### src/rtl/key_event_unit.sv
// key_event_unit: debounced key event latch with W1C press/release bits and a maskable irq
// Ports: clk; reset (async, active-high); user_key[7:0] raw active-low pins;
//   we/addr[1:0]/din[31:0] register writes; dout[31:0] combinational read of reg[addr]; irq level.
// Registers: 0 STATE, 1 PRESS (W1C), 2 MASK, 3 RELEASE (W1C, only with KEY_RELEASE_EDGE_EN).
// Optional: define KEY_RELEASE_EDGE_EN to capture 1->0 STATE transitions in RELEASE.
module key_event_unit #(
  parameter int DEBOUNCE_CYCLES = 500000,
  parameter int CNT_W = 20
) (
  input  logic        clk,
  input  logic        reset,
  input  logic [7:0]  user_key,
  input  logic        we,
  input  logic [1:0]  addr,
  input  logic [31:0] din,
  output logic [31:0] dout,
  output logic        irq
);
  localparam logic [CNT_W-1:0] LAST = CNT_W'(DEBOUNCE_CYCLES - 1);
  logic [7:0] sync1_q, sync2_q, s, state_q, state_d, press_q, press_d, mask_q, mask_d, rel;
  logic [CNT_W-1:0] cnt_q [8];
  logic [CNT_W-1:0] cnt_d [8];
  logic unused_din;
  assign unused_din = ^din[31:8];
  assign s = ~sync2_q;
  // a counter only runs while the synchronised level disagrees with STATE; any agreement restarts it
  always_comb begin
    state_d = state_q;
    for (int i = 0; i < 8; i++) begin
      state_d[i] = (s[i] != state_q[i] && cnt_q[i] == LAST) ? s[i] : state_q[i];
      cnt_d[i] = (s[i] == state_q[i] || cnt_q[i] == LAST) ? '0 : cnt_q[i] + 1'b1;
    end
  end
  // OR-ing the new edge after the W1C mask makes a same-cycle set win over the clear
  assign press_d = (press_q & ~((we && addr == 2'd1) ? din[7:0] : 8'h00)) | (state_d & ~state_q);
  assign mask_d = (we && addr == 2'd2) ? din[7:0] : mask_q;
  always_ff @(posedge clk or posedge reset) begin
    if (reset) begin
      sync1_q <= 8'hFF;
      sync2_q <= 8'hFF;
      state_q <= '0;
      press_q <= '0;
      mask_q <= '0;
      cnt_q <= '{default: '0};
    end else begin
      sync1_q <= user_key;
      sync2_q <= sync1_q;
      state_q <= state_d;
      press_q <= press_d;
      mask_q <= mask_d;
      cnt_q <= cnt_d;
    end
  end
`ifdef KEY_RELEASE_EDGE_EN
  logic [7:0] release_q, release_d;
  assign release_d = (release_q & ~((we && addr == 2'd3) ? din[7:0] : 8'h00)) | (state_q & ~state_d);
  always_ff @(posedge clk or posedge reset) begin
    if (reset) release_q <= '0;
    else release_q <= release_d;
  end
  assign rel = release_q;
`else
  assign rel = 8'h00;
`endif
  assign irq = |((press_q | rel) & mask_q);
  assign dout = {24'h0, addr == 2'd0 ? state_q : addr == 2'd1 ? press_q : addr == 2'd2 ? mask_q : rel};
endmodule

### config.mk
export PLATFORM = sky130hd
export DESIGN_NAME = key_event_unit
export DESIGN_NICKNAME = d
export VERILOG_FILES = /design/src/rtl/key_event_unit.sv
export SDC_FILE = /design/constraint.sdc
export NUM_CORES = 1
export LEC_CHECK = 0
export BUFFER_PORTS_ARGS = -buffer_cell sky130_fd_sc_hd__buf_2
export CORE_ASPECT_RATIO = 0.5
export CORE_UTILIZATION = 50
export DETAILED_ROUTE_END_ITERATION = 10
export PLACE_DENSITY = 0.71
export SLEW_MARGIN = 10
export SYNTH_ARGS = -nofsm -noshare
export SYNTH_HDL_FRONTEND = slang
export SYNTH_SLANG_ARGS = --single-unit
### constraint.sdc
create_clock -name clk -period 5.95 [get_ports clk]
set_clock_uncertainty 0.1 [all_clocks]
set_input_delay 0.595 -clock clk [delete_from_list [all_inputs] [get_ports clk]]
set_output_delay 0.595 -clock clk [all_outputs]
set_load 0.05 [all_outputs]
==> results.yml, run 1 <==
logic_synthesis:
  seq_area_frac_synth: 0.5069
  ys_warn_count: 0
  yosysTopAreaCell: "dfrtp_1"
  ys_ff_latch: 200
  ys_top_cells_by_area: "dfrtp_1, xnor2_1, nor2_1"
  netlist_area_mm2: 0.009913
  ys_types: 51
  netlist_instances: 995
  postSynthAreaPerCell_um2: 9.963
  synth_top_area_share: 0.4645
clock_network:
  clockRootBuffer: "clkbuf_16"
  clkTransAtPathRegs_ns: 0.08
  ctsHoldBuffers: 0
  cts.htree.levels: 4
  clkLatencyLatePin_ns: 0.44
  cts_tree: "built"
  cts_resized: 0
  cts_setup_buffers: 0
  numCtsBuffers: 17
  clock_sinks: 200
  cts_max_path_buffers: 2
detailed_routing:
  ant_nets: 0
  vias_per_cell: 5.566
  firstDrtPassIters: 5
  routed_wl_um: 18560
  drtIter0Drc: 393
  drc: 0
  num_vias: 7191
  wire_per_inst_um: 14.37
grt:
  busiest_layer: "met2"
  grt_pass1_vias: 6738
  grt_pass1_wl_um: 31810
  global_route.usage.met2: 0.3114
  grt_usage: 0.1914
  grt.met3_usage: 0.03507
  globalRouteMet1Util: 0.2593
  grt_start_max_net_pins: 201
  antenna_found_initial: 0
  grt.overflow.total: 0
sta:
  period_share: 0.4572
  setup_viol: 0
  holdWs_ns: 0.1455
  post-route-min-period_ns: 2.720
  tightest_slew_ns: 1.169
  relSlewSlack: 0.2163
  setup_ws_ns: 3.230
  drv_slew: 0
  fmax_ghz: 0.3676
  tns_ns: 0
  finalHoldViolCount: 0
  rsz0062_at_grt: "false"
hold_path:
  hp-class: "input pin to register"
  worstHoldStart: "user_key[1]"
worst_setup_path:
  cp_slowest_cell: "nor2b_1"
  ff2ff_setup_slack_ns: 3.34
  critPathMostFrequentCell: "buf_2"
  worstPathMaxFanout: 11
  reg2reg_from: "cnt_q[6]$_DFF_PP0_"
  crit_chain: "buf_2, nor2b_1, nand2_1, o21ai_0, buf_2"
  setup.worst_path.class: "input pin to output pin"
  critPathLaunch: "addr[0]"
  cpLargestDelayFamily: "simple AND/OR/NAND/NOR gates"
  endpoint_kind: "output pin"
  worstPathArrival_ns: 2.03
  path_buf_inv: 2
  worst-endpoint-required_ns: 5.26
  cp_slowest_stage_delay_ns: 0.62
  worstSetupStartpointType: "input pin"
power:
  total_power_mw: 2.764
  powerDensity_mw_per_mm2: 255.7
  p_switching_uw: 705.3
  sequentialPowerShare: 0.515
  swShare: 0.2551
  max-vdd-ir-drop_mv: 0.1975
  p_clk_frac: 0.426
  leakage_nw: 4.363
  internal_power_mw: 2.059
  combPwrFrac: 0.059
placed_design:
  port_buffers: 29
  place_hpwl_um: 12190
  post-place-ws_ns: 3.220
  place.gp.congestion: 0.8143
floorplanning:
  dieWidth_um: 201.1
  placementRows: 35
  core-area_mm2: 0.01892
  die-area_mm2: 0.02043
  start_util: 0.5240
  die_h_um: 101.6
  io_pins: 78
layout:
  fillCellCount: 1605
  multi_input_area_mm2: 0.004559
  area_growth_syn_to_layout_pct: 9.062
  ff_latch_area_mm2: 0.005025
  antenna_cells: 0
  fin_nets: 1073
  drive_gt1_frac: 0.1152
status:
  status: "finished, final reports clean"
job:
  drv_cap: 0
worst paths after layout:
kind | cells after the start | to
worst max-delay path | 5 | dout[6]
worst min-delay path | 1 | sync1_q[1]$_DFF_PP1_
worst max register to register | 4 | cnt_q[10]$_DFF_PP0_
worst min register to register | 0 | sync2_q[3]$_DFF_PP1_
max in group asynchronous | 3 | cnt_q[12]$_DFF_PP0_
min in group asynchronous | 3 | cnt_q[131]$_DFF_PP0_
power groups by stage:
stage	logic [mW]	clock network (mW)	registers [mW]
final	0.164	1.18	1.42
after detailed placement	0.167	0	1.45
after global routing	0.185	1.25	1.43
after CTS	0.168	1.20	1.42
after global placement	0.165	0	1.45
after floorplan	0.145	0	1.44
state kept, by name (all words and copies together), names as in the netlist:
signal and count:
state_q 8, cnt_q 160, press_q 8, mask_q 8, sync1_q 8, sync2_q 8
Yosys cell counts (all sizes together):
master,number
dfstp,16
ha,8
nor3,26
xor2,43
and4,8
inv,34
nand4,53
o31ai,16
a22oi,4
mux2i,13
and2,2
mux2,1
or4,21
nor2b,1
nor4,40
a22o,1
and3,2
buf,31
nand2,68
nand3,48
dfrtp,184
o41ai,7
xnor2,82
nor4b,14
o21ai,48
clkbuf,18
conb,1
o21bai,2
a21oi,26
or2,6
nand3b,1
nand2b,1
or3,25
nor2,143
nand4b,1
cells by family (layout without fill, tap and decap cells):
logic type               count (synthesis)  in the layout  synth area share
multiplexers                            14             14           0.01426
other                                    1             24         0.0003783
buffers and inverters                   83             98           0.04228
XOR/XNOR                               125            125            0.1104
AO/OA/AOI/OAI                          104            104           0.06576
AND/OR/NAND/NOR                        460            460            0.2499
adder cells (fa/ha/maj)                  8              8           0.01010
flip-flops                             200            200            0.5069
routing by layer:
metal,vias to the layer above,part of all wire
met1,3505,0.48
met4,0,0.017
met3,31,0.030
met5,-,0
met2,136,0.47
li1,3519,-
final cells by class:
cell class | instances | share of cell area
Clock buffer | 17 | 0.03935
Clock inverter | 15 | 0.01539
Inverter | 34 | 0.01215
Multi-Input combinational cell | 735 | 0.4217
Sequential cell | 200 | 0.4648
Tap cell | 259 | 0.02997
Timing Repair Buffer | 32 | 0.01666
per-stage QoR:
stage               utilization  instances  instance area, um^2
floorplan                     -       1018                10000
global placement         0.5400       1260                10220
detailed placement       0.5400       1260                10220
CTS                      0.5713       1292                10810
global route             0.5715       1292                10810
finish                   0.5715       1292                10810
cells in the final DEF, fill, tap and decap left out, drive strengths merged, types with 21 or more instances in the layout:
cell,count
nor2,143
nor3,26
nor4,40
conb,24
buf,32
nand4,53
xnor2,82
nand2,68
a21oi,26
dfrtp,184
nand3,48
or4,21
or3,25
xor2,43
inv,38
o21ai,48
worst register-to-register path, cell delays in order (launching register included):
cell and delay (ns):
dfrtp_1 0.46, or4_2 0.71, o41ai_2 0.83, buf_4 0.32, nor2_1 0.07
(Power assumes the default switching activity.)
==> run 2, diff against run 1 <==
Clock period 5.95 ns to 2.5 ns, I/O delays scaled along.
==> results.yml, run 2 (synthesized netlist as in run 1, its figures left out) <==
status:
  status: "finished, final reports clean"
worst_setup_path:
  r2r-end: "cnt_q[78]$_DFF_PP0_"
  worst-endpoint-required_ns: 2.75
  cp_slowest_stage_delay_ns: 0.49
  reg2reg_depth: 5
  worstPathArrival_ns: 2.42
  ff2ff_setup_slack_ns: 0.33
  crit_chain: "ha_1, nand4_1, or3_1, or4_1, a21oi_1"
  setup.worst_path.class: "register to register"
  cp_slowest_cell: "or4_1"
  worstSetupStartpointType: "register"
  reg2reg_from: "cnt_q[60]$_DFF_PP0_"
  endpoint_kind: "register"
  worstPathMaxFanout: 5
placed_design:
  post-place-ws_ns: 0.3395
  place_hpwl_um: 13100
  place.gp.congestion: 0.7928
  place_area_mm2: 0.01037
  port_buffers: 29
floorplanning:
  core-area_mm2: 0.01892
  start_util: 0.5240
  die-area_mm2: 0.02043
  die_h_um: 101.6
  dieWidth_um: 201.1
  io_pins: 78
  placementRows: 35
sta:
  rsz0062_at_grt: "false"
  relSlewSlack: 0.5387
  tightest_slew_ns: 0.6905
  drv_slew: 0
  holdWs_ns: 0.01475
  fmax_ghz: 0.4618
  setup_viol: 0
  setup_ws_ns: 0.3348
  finalHoldViolCount: 0
  post-route-min-period_ns: 2.165
  period_share: 0.8661
grt:
  grt_start_max_net_pins: 42
  grt_usage: 0.2001
  busiest_layer: "met2"
  grt.overflow.total: 0
  antenna_found_initial: 0
  global_route.usage.met2: 0.3324
  grt.met3_usage: 0.04054
  grt_pass1_wl_um: 33150
  grt_pass1_vias: 6848
  globalRouteMet1Util: 0.2653
clock_network:
  clkTransAtPathRegs_ns: 0.07
  clkLatencyLatePin_ns: 0.44
  cts.htree.levels: 4
  clockRootBuffer: "clkbuf_16"
  cts_max_path_buffers: 2
  numCtsBuffers: 17
  clock_sinks: 200
  cts_resized: 0
  cts_tree: "built"
hold_path:
  hold_path_end: "mask_q[6]$_DFFE_PP0P_"
  min_path_cells: 3
  hp-class: "input pin to register"
  worstHoldStart: "din[6]"
power:
  powerDensity_mw_per_mm2: 585.2
  leakage_nw: 4.513
  p_clk_frac: 0.410
  total_power_mw: 6.489
  p_switching_mw: 1.721
  combPwrFrac: 0.068
  max-vdd-ir-drop_mv: 0.4261
  sequentialPowerShare: 0.522
  internal_power_mw: 4.768
  swShare: 0.2652
layout:
  regMostFlops: "cnt_q"
  design_area_mm2: 0.01109
  drive_gt1_frac: 0.1250
  largest_register_ffs: 160
  layout_commonest_cell: "dfrtp_1"
  antenna_cells: 0
  fin_nets: 1104
  fillCellCount: 1592
  final_cell_mix: "dfrtp_1, nor2_1, xnor2_1, nand2_1, nand3_1"
  area_growth_syn_to_layout_pct: 11.86
detailed_routing:
  vias_per_cell: 5.501
  wire_per_inst_um: 14.53
  drtIter0Drc: 330
  firstDrtPassIters: 4
  drc: 0
  routed_wl_um: 19220
  num_vias: 7278
  ant_nets: 0
job:
  drv_cap: 0
run 2: changes by cell type in the layout (fill, tap and decap cells not counted), sizes merged:
cell and delta:
clkinvlp -3, inv +2, clkbuf +1, clkinv +2, buf +16, dlygate4sd3 +15
bufinv -2
run 2: worst max-delay path: cells and delay by family, from the launching register on:
family	cells	cell delay, ns
DFF	1	0.42
adders and majority gates	1	0.24
and+or+nand+nor	3	1.17
AOI/OAI and AO/OA	1	0.16
run 2: metal layers:
layer  wire (um)  vias up  part of all wire
met2        9084      124              0.47
met4         311        0             0.016
met1        9250     3550              0.48
li1            -     3581                 -
met3         571       23             0.030
met5           0        -                 0
run 2: what timing repair did:
item / CTS / global route
setup buffers: 0 / 0
hold endpoints to repair: 34 / 0
hold buffers: 15 / 0
run 2: final cells by class:
| type | instances | area [um^2] | share of cell area |
|---|---|---|---|
| flip-flops and latches | 200 | 5025 | 0.4531 |
| multi-input cells | 735 | 4556 | 0.4108 |
| repair buffers | 63 | 488.0 | 0.04400 |
| clock buffers | 18 | 429.2 | 0.03870 |
| well taps | 259 | 324.1 | 0.02922 |
| clock inverters | 14 | 136.4 | 0.01230 |
| inverters | 34 | 131.4 | 0.01185 |
run 2: worst max path at each step:
stage | from | to | depth (start not counted)
after floorplan | reset | cnt_q[0]$_DFF_PP0_ | 1
after global placement | cnt_q[20]$_DFF_PP0_ | cnt_q[38]$_DFF_PP0_ | 5
after detailed placement | cnt_q[60]$_DFF_PP0_ | cnt_q[78]$_DFF_PP0_ | 5
after CTS | cnt_q[20]$_DFF_PP0_ | cnt_q[38]$_DFF_PP0_ | 5
after global routing | cnt_q[20]$_DFF_PP0_ | cnt_q[38]$_DFF_PP0_ | 5
final | cnt_q[60]$_DFF_PP0_ | cnt_q[78]$_DFF_PP0_ | 5
run 2: metrics by stage:
| stage | TNS, ns | utilization | instances |
|---|---|---|---|
| after floorplan | -78.25 | - | 1018 |
| after global placement | 0 | 0.5483 | 1276 |
| after detailed placement | 0 | 0.5483 | 1276 |
| after CTS | 0 | 0.5862 | 1323 |
| after global routing | 0 | 0.5862 | 1323 |
| final | 0 | 0.5862 | 1323 |
run 2: power groups by stage:
| stage | Sequential [mW] | Clock [mW] | Combinational (mW) |
|---|---|---|---|
| after global routing | 3.40 | 2.87 | 0.488 |
| after global placement | 3.44 | 0 | 0.421 |
| after CTS | 3.39 | 2.72 | 0.447 |
| final | 3.39 | 2.66 | 0.441 |
| after floorplan | 3.43 | 0 | 0.345 |
| after detailed placement | 3.45 | 0 | 0.427 |
